### config.mk
export PLATFORM = sky130hd
export DESIGN_NAME = telem_pkt_parser
export DESIGN_NICKNAME = d
export VERILOG_FILES = /design/src/rtl/telem_pkt_parser.sv
export SDC_FILE = /design/constraint.sdc
export NUM_CORES = 1
export LEC_CHECK = 0
export BUFFER_PORTS_ARGS = -buffer_cell sky130_fd_sc_hd__buf_2
export CAP_MARGIN = 0
export CELL_PAD_IN_SITES_DETAIL_PLACEMENT = 1
export CELL_PAD_IN_SITES_GLOBAL_PLACEMENT = 1
export CORE_MARGIN = 2
export CORE_UTILIZATION = 41
export CTS_BUF_LIST = sky130_fd_sc_hd__clkbuf_16
export CTS_CLUSTER_SIZE = 24
export DETAILED_ROUTE_END_ITERATION = 10
export PLACE_DENSITY_LB_ADDON = 0.1
export SETUP_SLACK_MARGIN = 0.02
export SKIP_LAST_GASP = 1
export SLEW_MARGIN = 30
export SYNTH_ARGS = -nofsm -noshare
export SYNTH_HDL_FRONTEND = slang
export SYNTH_SLANG_ARGS = --single-unit
### constraint.sdc
create_clock -name clk -period 2.7 [get_ports clk]
set_input_delay 0.27 -clock clk [delete_from_list [all_inputs] [get_ports clk]]
set_output_delay 0.27 -clock clk [all_outputs]
set_load 0.01 [all_outputs]
### src/rtl/telem_pkt_parser.sv
// Telemetry packet parser: finds the 0xAA,0x55 header in the UART_rcv byte stream and
// reassembles BATT/CURR/TORQUE. Define TELEM_CKSUM_EN for the 9-byte checksummed packet.
module telem_pkt_parser #(
    parameter int TIMEOUT_CYC = 65536
) (
    input  logic        clk,
    input  logic        rst_n,
    input  logic        rx_rdy,
    input  logic [7:0]  rx_data,
    output logic        clr_rdy,
    output logic [11:0] batt,
    output logic [11:0] curr,
    output logic [11:0] torque,
    output logic        pkt_vld,
    output logic [15:0] pkt_cnt,
    output logic [7:0]  err_cnt,
    output logic        busy,
    output logic [1:0]  dbg_state
);
    localparam int            TW       = $clog2(TIMEOUT_CYC) + 1;
    localparam logic [TW-1:0] TMO_LAST = TW'(TIMEOUT_CYC - 1);
`ifdef TELEM_CKSUM_EN
    localparam logic [2:0]    LAST_IDX = 3'd6;
`else
    localparam logic [2:0]    LAST_IDX = 3'd5;
`endif

    typedef enum logic [1:0] {
        S_IDLE    = 2'd0,
        S_HDR2    = 2'd1,
        S_PAYLOAD = 2'd2
    } state_t;

    state_t        r_state;
    logic [2:0]    r_idx;
    logic [TW-1:0] r_tmo;
    logic [3:0]    r_b_hi, r_c_hi, r_t_hi;
    logic [7:0]    r_b_lo, r_c_lo;
`ifdef TELEM_CKSUM_EN
    logic [7:0]    r_t_lo, r_sum;
`endif

    logic w_accept, w_timeout, w_last, w_hi_bad, w_cksum_ok, w_commit, w_err;

    // Handshake: a byte is taken when rx_rdy is high and no acknowledge is in flight;
    // clr_rdy is the one-cycle acknowledge, so rx_rdy lingering during it is not re-taken.
    assign w_accept  = rx_rdy & ~clr_rdy;
    assign w_timeout = (r_state != S_IDLE) && (r_tmo == TMO_LAST);
    assign w_last    = (r_idx == LAST_IDX);
    // High bytes sit at even idx below the checksum slot
    assign w_hi_bad  = ~r_idx[0] && (r_idx < 3'd6) && (rx_data[7:4] != 4'h0);
`ifdef TELEM_CKSUM_EN
    assign w_cksum_ok = (rx_data == r_sum);
`else
    assign w_cksum_ok = 1'b1;
`endif
    assign w_commit  = w_accept && (r_state == S_PAYLOAD) && w_last && !w_hi_bad && w_cksum_ok;

    always_comb begin
        w_err = 1'b0;
        if (w_accept) begin
            case (r_state)
                S_HDR2:    w_err = (rx_data != 8'h55) && (rx_data != 8'hAA);
                S_PAYLOAD: w_err = w_hi_bad || (w_last && !w_cksum_ok);
                default:   w_err = 1'b0;
            endcase
        end else begin
            w_err = w_timeout;
        end
    end

    always_ff @(posedge clk) begin
        if (!rst_n) begin
            r_state <= S_IDLE;
            r_idx   <= 3'd0;
            r_tmo   <= '0;
            r_b_hi  <= 4'h0;
            r_c_hi  <= 4'h0;
            r_t_hi  <= 4'h0;
            r_b_lo  <= 8'h00;
            r_c_lo  <= 8'h00;
`ifdef TELEM_CKSUM_EN
            r_t_lo  <= 8'h00;
            r_sum   <= 8'h00;
`endif
            clr_rdy <= 1'b0;
            pkt_vld <= 1'b0;
            batt    <= 12'h000;
            curr    <= 12'h000;
            torque  <= 12'h000;
            pkt_cnt <= 16'h0000;
            err_cnt <= 8'h00;
        end else begin
            clr_rdy <= w_accept;
            pkt_vld <= w_commit;
            if (w_err && (err_cnt != 8'hFF))
                err_cnt <= err_cnt + 8'd1;
            if (w_commit) begin
                pkt_cnt <= pkt_cnt + 16'd1;
                batt    <= {r_b_hi, r_b_lo};
                curr    <= {r_c_hi, r_c_lo};
`ifdef TELEM_CKSUM_EN
                torque  <= {r_t_hi, r_t_lo};
`else
                torque  <= {r_t_hi, rx_data};
`endif
            end

            if ((r_state == S_IDLE) || w_accept || w_timeout)
                r_tmo <= '0;
            else
                r_tmo <= r_tmo + 1'b1;

            case (r_state)
                S_IDLE: begin
                    if (w_accept && (rx_data == 8'hAA))
                        r_state <= S_HDR2;
                end
                S_HDR2: begin
                    if (w_accept) begin
                        if (rx_data == 8'h55) begin
                            r_state <= S_PAYLOAD;
                            r_idx   <= 3'd0;
                        end else if (rx_data != 8'hAA) begin
                            r_state <= S_IDLE;
                        end
                    end else if (w_timeout) begin
                        r_state <= S_IDLE;
                    end
                end
                S_PAYLOAD: begin
                    if (w_accept) begin
                        if (w_hi_bad || w_last) begin
                            r_state <= S_IDLE;
                            r_idx   <= 3'd0;
                        end else begin
                            r_idx   <= r_idx + 3'd1;
                        end
                        case (r_idx)
                            3'd0:    r_b_hi <= rx_data[3:0];
                            3'd1:    r_b_lo <= rx_data;
                            3'd2:    r_c_hi <= rx_data[3:0];
                            3'd3:    r_c_lo <= rx_data;
                            3'd4:    r_t_hi <= rx_data[3:0];
`ifdef TELEM_CKSUM_EN
                            3'd5:    r_t_lo <= rx_data;
`endif
                            default: ;
                        endcase
`ifdef TELEM_CKSUM_EN
                        r_sum <= (r_idx == 3'd0) ? rx_data : (r_sum + rx_data);
`endif
                    end else if (w_timeout) begin
                        r_state <= S_IDLE;
                        r_idx   <= 3'd0;
                    end
                end
                default: r_state <= S_IDLE;
            endcase
        end
    end

    assign busy      = (r_state != S_IDLE);
    assign dbg_state = r_state;

endmodule
After elaboration in Yosys (flattened, before gate mapping)
Index checks and enable logic that the tools add are counted.
W data, S select, Z words.

storage, ports and cells
  bits in registers = 112
  output and inout bits = 65

operators by class
  order comparisons = 1
  reductions and logical operators = 26
  add/sub/neg operators = 4
  bitwise logic cells = 4
  equal/unequal tests = 19
  multiplexer cells = 16

operators by type and width
  operator                 number
  $reduce_and A3 Y1        6
  $add A17 B1 Y17 const B  1
  $eq A17 B16 Y1 const B   1
  $add A16 B1 Y16 const B  1
  $ne A8 B8 Y1 const B     2
  $mux W3                  5
  $mux W2                  7
  $logic_and A1 B1 Y1      9
  $add A8 B1 Y8 const B    1
  $eq A8 B7 Y1 const B     1
  $eq A8 B8 Y1 const B     1
  $ne A8 B7 Y1 const B     1
  $eq A3 B2 Y1 const B     2
  $eq A3 B3 Y1 const B     2
  $pmux W2 S3              1
  $pmux W3 S2              1
  $ne A2 B2 Y1 const B     2
  $ne A4 B4 Y1 const B     1
  $reduce_and A4 Y1        1
  $reduce_bool A2 Y1       2
  $reduce_bool A4 Y1       1
  $add A3 B1 Y3 const B    1
  $eq A3 B1 Y1 const B     1
  $logic_not A3 Y1         1
  other kinds (14)         18

Depth between registers and ports, before layout
Gate-level depths: netlist of run 1.

  word-level depth = 7
  depth in mapped cells = 10

Worst setup path before layout of run 1
No wires, ideal clock.

  kind = register to register
  start point = reg r_tmo[0]
  end point = reg err_cnt[2]
  period minus slack after synthesis = 2,214 ps
  cell stages (with the launch flop) = 11
  data required time = 2,630 ps
  library setup time = 70 ps
  path slack = 486 ps
  arrival time = 2,144 ps
  cell sequence = dfxtp_1 -> ha_1 -> nand3_1 -> nor3_1 -> and3_1 -> ha_1 -> nand3_1 -> o211a_1 -> clkbuf_1 -> or3_1 -> a21oi_1

on the way
  word-level cells in the longest chain between the ends = 4

ends and longest elaborated chain
  what                    line  source
  start, declared         36    logic [TW-1:0] r_tmo;
  start signal, assigned  112   r_tmo <= r_tmo + 1'b1;
  $eq A17 B16 Y1          48    assign w_timeout = (r_state != S_IDLE) && (r_tmo == TMO_LAST);
  $logic_and A1 B1 Y1     48
  $mux W1                 61    if (w_accept) begin
  $logic_and A1 B1 Y1     96    if (w_err && (err_cnt != 8'hFF))
  end signal, assigned    97    err_cnt <= err_cnt + 8'd1;
  end, declared           16    output logic [7:0] err_cnt,

Every way passes these cells.
A chain may end at the register's enable or synchronous reset.

Final worst setup path of run 1
  start point = reg r_tmo[0]
  end point = reg err_cnt[7]

The elaborated chain is that of the path after synthesis.

==> reports/metrics.yaml, run 1 <==
crit_path_start: "r_tmo[0]"
area_growth_pct: 18.07
yosysUniqueCellTypes: 44
tns_ps: 0
comb_power_share_pct: 3.5
start_util_pct: 42.15
clock_latency_ps: 360
die_h_um: 109.6
cp_top_family: "simple AND/OR/NAND/NOR gates"
antenna_cells: 0
fin_crit_sh_pct: 91.54
grt_pass1_wl_um: 18820
rr_startpoint: "r_tmo[0]"
cts_hold_buf: 0
switchingPower_uw: 695.8
holdWs_ps: 242.7
synth.most_common_cell: "nand2_1"
finalNonFillerCells: 761
setup_ws_ps: 228.3
finalCriticalPeriod_ps: 2472
crit_end: "err_cnt[7]"
power_mw: 3.095
synth_nets: 572
place.port_buffers: 75
nets: 640
antenna_found_initial: 0
end_kind: "flip-flop"
power.density_mw_per_mm2: 573.6
post_drt_wl_per_cell_um: 15.11
cts.sinks: 112
coreArea_mm2: 0.01084
rsz0062_at_grt: "false"
crit_buf_inv: 0
final_util_pct: 49.77
drv_cap: 0
slew_violations: 0
slowest_stage: "or4_1"
worstReg2RegEnd: "err_cnt[7]"
worst_pin_slew_ps: 727.0
crit_required_ps: 2980
nFillCells: 1346
ir_drop_mv: 0.3257
p_leak_nw: 2.054
p_int_mw: 2.399
stdcell_area_mm2: 0.005395
crit_chain: "ha_1, nand3_1, nor3_2, and3_1, ha_1, nand3_1, o211a_2, or4_1, a21oi_1"
slew_headroom_pct: 51.46
synthCells: 548
synth_commonest_cells: "131 x nand2_1, 112 x dfxtp_1, 69 x a21oi_1, 44 x nor2_1, 31 x nand3_1"
seqPwrFrac_pct: 53.6
ys_seq_area_share_pct: 49.07
yosys.area.top_type: "dfxtp_1"
drive_gt1_share_pct: 17.55
die_area_mm2: 0.01201
synth.avg_cell_area_um2: 8.338
cts_buffer_depth: 2
grt_usage_pct: 20.08
swShare_pct: 22.48
ios: 76
setup_viol: 0
place_area_mm2: 0.005094
route.detailed.drc: 0
reg2reg_slack_ps: 230
grt_max_degree: 51
crit_type: "flip-flop to flip-flop"
hold_violations: 0
crit_arrival_ps: 2750
via_per_inst: 5.187
netlist_area_mm2: 0.004569
status: "finished clean"
grt_overflow_total: 0
ant_nets: 0
post-place-cells: 744
grt_pass1_vias: 3932
startpoint_type: "flip-flop"
wl_um: 11500
firstDrtPassIters: 4
ys_async_sr_fraction_pct: 0
path_depth: 9
hp-class: "primary input to flip-flop"
skew_ps: 8.816
drt_iter0_markers: 126
synth_ff_type: "dfxtp_1"
cts_root_buffer: "clkbuf_16"
path_clk_slew_ps: 70
r2r_cells: 9
htree_levels: 3
pwr-share-clk_pct: 42.9
vias: 3947
dp_hpwl_um: 7901
die_w_um: 109.6
gp_congestion: 0.7715
numCtsBuffers: 9
fmax_ghz: 0.4046
yosysTopAreaCellShare_pct: 49.07
cpPeakStageDelay_ps: 520
ys_warn_count: 0
dpl_worst_slack_ps: 86.35
path_max_fanout: 13
rows: 38
cts_tree: "done"
synth_edf_count: 0
ys_ff_latch: 112
synth_area_leaders: "dfxtp_1 49%, nand2_1 11%, a21oi_1 7.6%"
layout make-up:
cell class / instances / area, um^2 / share of cell area, %
clock inverters: 7 / 63.81 / 1.183
repair buffers: 84 / 455.4 / 8.442
well taps: 140 / 175.2 / 3.247
clock buffers: 9 / 225.2 / 4.174
inverters: 12 / 45.04 / 0.8349
multi-input cells: 397 / 2188 / 40.56
flip-flops and latches: 112 / 2242 / 41.56
cells in the final DEF (no fill, tap or decap), types with 3 or more instances in the layout:
cell,count
a21oi_1,69
and2_1,3
and3_1,7
and4_1,3
buf_2,75
buf_4,8
clkbuf_16,9
dfxtp_1,112
ha_1,13
inv_1,13
mux2i_1,7
nand2_1,131
nand2b_1,3
nand3_1,31
nand4_1,9
nor2_1,44
nor2b_1,4
nor3_1,5
o21ai_0,5
o31ai_1,3
or2_2,3
or3_1,4
xnor2_1,8
xor2_1,20
worst min path at each step:
stage               startpoint        end  slack (ps)  cells after the start
floorplan           rx_data[0]  r_c_lo[0]         410                      2
global placement       batt[0]    batt[0]         440                      2
detailed placement     curr[1]    curr[1]         450                      2
CTS                 rx_data[2]  r_c_lo[2]         240                      3
global route        rx_data[6]  r_c_lo[6]         260                      3
finish              rx_data[7]  torque[7]         240                      3
layer usage:
metal | share of wire (%) | vias up | track usage, % | wire (um)
li1 | - | 1975 | - | -
met1 | 46 | 1901 | 24.65 | 5233
met2 | 49 | 63 | 35.01 | 5670
met3 | 3.9 | 8 | 4.209 | 447
met4 | 1.3 | 0 | 6.510 | 146
met5 | 0 | - | 0 | 0
worst register-to-register path, stage by stage (launching register included):
cell,delay (ps)
dfxtp_1,380
ha_1,210
nand3_1,200
nor3_2,240
and3_1,200
ha_1,190
nand3_1,90
o211a_2,200
or4_1,520
a21oi_1,150
cells by family (layout without fill, tap and decap cells):
| family | Yosys count | after routing | share of synthesized area [%] |
|---|---|---|---|
| and+or+nand+nor | 258 | 258 | 25.47 |
| DFF | 112 | 112 | 49.07 |
| AOI/OAI and AO/OA | 91 | 91 | 11.58 |
| buffers and inverters | 39 | 112 | 3.423 |
| xor gates and xnor gates | 28 | 28 | 5.367 |
| adders and majority gates | 13 | 13 | 3.560 |
| muxes | 7 | 7 | 1.533 |
power groups by stage:
stage,Clock (mW),Sequential [mW],Combinational (mW)
after floorplan,0,1.70,0.0619
after global placement,0,1.70,0.108
after detailed placement,0,1.70,0.110
after CTS,1.36,1.66,0.111
after global routing,1.42,1.66,0.122
final,1.33,1.66,0.110
timing repair:
item,in CTS,in global routing
pin swaps,0,1
setup buffers,0,1
setup endpoints to repair,2,2
resized for setup,1,1
sequential cells by signal (all words and copies together), names as in the netlist:
register	cells
r_c_hi	4
pkt_vld	1
curr	12
r_idx	3
batt	12
clr_rdy	1
dbg_state	2
torque	12
r_b_lo	8
r_t_hi	4
r_b_hi	4
pkt_cnt	16
r_tmo	17
err_cnt	8
r_c_lo	8
No activity file was read; power rests on OpenSTA's default activity.
==> inputs of run 2 (changes only) <==
--- a/config.mk
+++ b/config.mk
@@ -15,6 +15,7 @@
 export CTS_CLUSTER_SIZE = 24
 export DETAILED_ROUTE_END_ITERATION = 10
 export PLACE_DENSITY_LB_ADDON = 0.1
+export RECOVER_POWER = 50
 export SETUP_SLACK_MARGIN = 0.02
 export SKIP_LAST_GASP = 1
 export SLEW_MARGIN = 30
==> constraint.sdc (replaced) <==
create_clock -name clk -period 2.4 [get_ports clk]
set_input_delay 0.24 -clock clk [delete_from_list [all_inputs] [get_ports clk]]
set_output_delay 0.24 -clock clk [all_outputs]
set_load 0.01 [all_outputs]
==> run 2 against run 1 <==
Utilization grew 0.33 points. Sequential cell count unchanged. Fmax rose by 7.5%. Critical path depth unchanged. Clock skew shrank 1.3 ps. Register-to-register slack got worse by 130 ps. Die area unchanged. Clock power rose by 33%. Global-route usage rose by 0.14 points. Critical path type unchanged.
==> reports/metrics.yaml, run 2 (synthesized netlist as in run 1, its figures left out) <==
status: "finished clean"  # unchanged
cts_tree: "done"  # unchanged
grt_usage_pct: 20.22  # was 20.08%
drv_cap: 0  # unchanged
crit_arrival_ps: 2590  # was 2750 ps
largest_registers: "r_tmo x17, pkt_cnt x16"  # unchanged
drive_gt1_share_pct: 8.758  # was 17.55%
dpl_worst_slack_ps: -22.46  # was 86.35 ps
final_common_cell: "nand2_1"  # unchanged
die_w_um: 109.6  # unchanged
use_met2_pct: 35.67  # was 35.01%
cts_root_buffer: "clkbuf_16"  # unchanged
drt_iter0_markers: 135  # was 126
busiest_layer: "met2"  # unchanged
grt_max_degree: 58  # was 51
power_mw: 3.754  # was 3.095 mW
tns_ps: 0  # unchanged
coreArea_mm2: 0.01084  # unchanged
startpoint_type: "flip-flop"  # unchanged
start_util_pct: 42.15  # unchanged
slew_violations: 0  # unchanged
power.density_mw_per_mm2: 691.1  # was 573.6 mW/mm^2
place_area_mm2: 0.005126  # was 0.005094 mm^2
route.detailed.drc: 0  # unchanged
cts_buffer_depth: 2  # unchanged
crit_chain: "ha_1, nand3_1, nor3_2, and3_1, ha_1, nand3_1, o211a_4, or4_1, a21oi_1"  # was ha_1, nand3_1, nor3_2, and3_1, ha_1, nand3_1, o211a_2, or4_1, a21oi_1
crit_buf_inv: 0  # unchanged
antenna_cells: 0  # unchanged
slew_headroom_pct: 60.82  # was 51.46%
largest_reg_flops: 17  # unchanged
cts.sinks: 112  # unchanged
die_h_um: 109.6  # unchanged
fmax_ghz: 0.4348  # was 0.4046 GHz
setup_ws_ps: 99.87  # was 228.3 ps
crit_type: "flip-flop to flip-flop"  # unchanged
end_kind: "flip-flop"  # unchanged
crit_required_ps: 2690  # was 2980 ps
hp-class: "primary input to flip-flop"  # unchanged
post_drt_wl_per_cell_um: 15.42  # was 15.11 um
setup_viol: 0  # unchanged
via_per_inst: 5.199  # was 5.187
rows: 38  # unchanged
path_clk_slew_ps: 80  # was 70 ps
mostFrequentLayoutCells: "131 x nand2_1, 112 x dfxtp_1, 69 x a21oi_1"  # was 131 x nand2_1, 112 x dfxtp_1, 75 x buf_2
grt_overflow_total: 0  # unchanged
htree_levels: 3  # unchanged
nFillCells: 1365  # was 1346
antenna_found_initial: 0  # unchanged
clock_latency_ps: 350  # was 360 ps
cpPeakStageDelay_ps: 500  # was 520 ps
final_util_pct: 50.10  # was 49.77%
path_max_fanout: 6  # was 13
use_met1_pct: 24.94  # was 24.65%
hold_violations: 0  # unchanged
vias: 3993  # was 3947
fin_crit_sh_pct: 95.84  # was 91.54%
ant_nets: 0  # unchanged
skew_ps: 7.483  # was 8.816 ps
wl_um: 11840  # was 11500 um
grt_pass1_wl_um: 19110  # was 18820 um
ios: 76  # unchanged
worst_pin_slew_ps: 587.8  # was 727.0 ps
gp_congestion: 0.8297  # was 0.7715
cp_top_family: "simple AND/OR/NAND/NOR gates"  # unchanged
stdcell_area_mm2: 0.005431  # was 0.005395 mm^2
largest_register: "r_tmo"  # unchanged
place.port_buffers: 75  # unchanged
firstDrtPassIters: 4  # unchanged
p_leak_nw: 1.823  # was 2.054 nW
ir_drop_mv: 0.3227  # was 0.3257 mV
use_met3_pct: 3.082  # was 4.209%
slowest_stage: "or4_1"  # unchanged
nets: 647  # was 640
finalCriticalPeriod_ps: 2300  # was 2472 ps
grt_pass1_vias: 3996  # was 3932
area_growth_pct: 18.87  # was 18.07%
dp_hpwl_um: 8139  # was 7901 um
die_area_mm2: 0.01201  # unchanged
numCtsBuffers: 9  # unchanged
[run 2: worst paths after layout]
| check | from | end | slack [ps] | cells past startpoint |
|---|---|---|---|---|
| max | r_tmo[1] | err_cnt[5] | 100 | 9 |
| min | rx_data[7] | torque[7] | 200 | 3 |
| max reg2reg | r_tmo[1] | err_cnt[5] | 100 | 9 |
| min reg2reg | r_b_lo[4] | batt[4] | 460 | 2 |
[run 2: per-layer routing]
layer,vias up,part of all wire (%)
met5,-,0
met2,63,50
met4,0,1.4
met3,9,3.4
met1,1935,45
li1,1986,-
[run 2: per-stage QoR]
step	instances	hold slack (ps)
3_3_place_gp	750	439.6
4_1_cts	766	191.2
2_1_floorplan	548	376.0
5_1_grt	768	212.1
3_5_place_dp	750	446.6
6_report	768	199.6
[run 2: final cells by class]
type,count,area (um^2),share of cell area [%]
clock buffers,9,225.2,4.147
clock inverters,7,125.1,2.304
inverters,12,45.04,0.8293
multi-input cells,397,2203,40.57
flip-flops and latches,112,2242,41.28
well taps,140,175.2,3.225
repair buffers,91,415.4,7.648
[run 2: what timing repair did]
item | 4_1_cts | 5_1_grt
hold buffers | 0 | 0
setup endpoints to repair | 7 | 10
setup buffers | 0 | 2
endpoints found under the hold margin | 0 | 0
resized for setup | 1 | 2
pin swaps | 0 | 1
[run 2: worst min-delay path: cells and delay by family]
kind	cells	cell delay, ps
AOI/OAI and AO/OA	1	50
and+or+nand+nor	1	60
buffers and inverters	1	140
[run 2: power by group]
group	total, mW	leakage (nW)	internal [mW]	switching, mW
Sequential	1.87	0.902	1.86	0.00556
Clock	1.77	0.171	1.04	0.728
Combinational	0.123	0.750	0.0348	0.0881
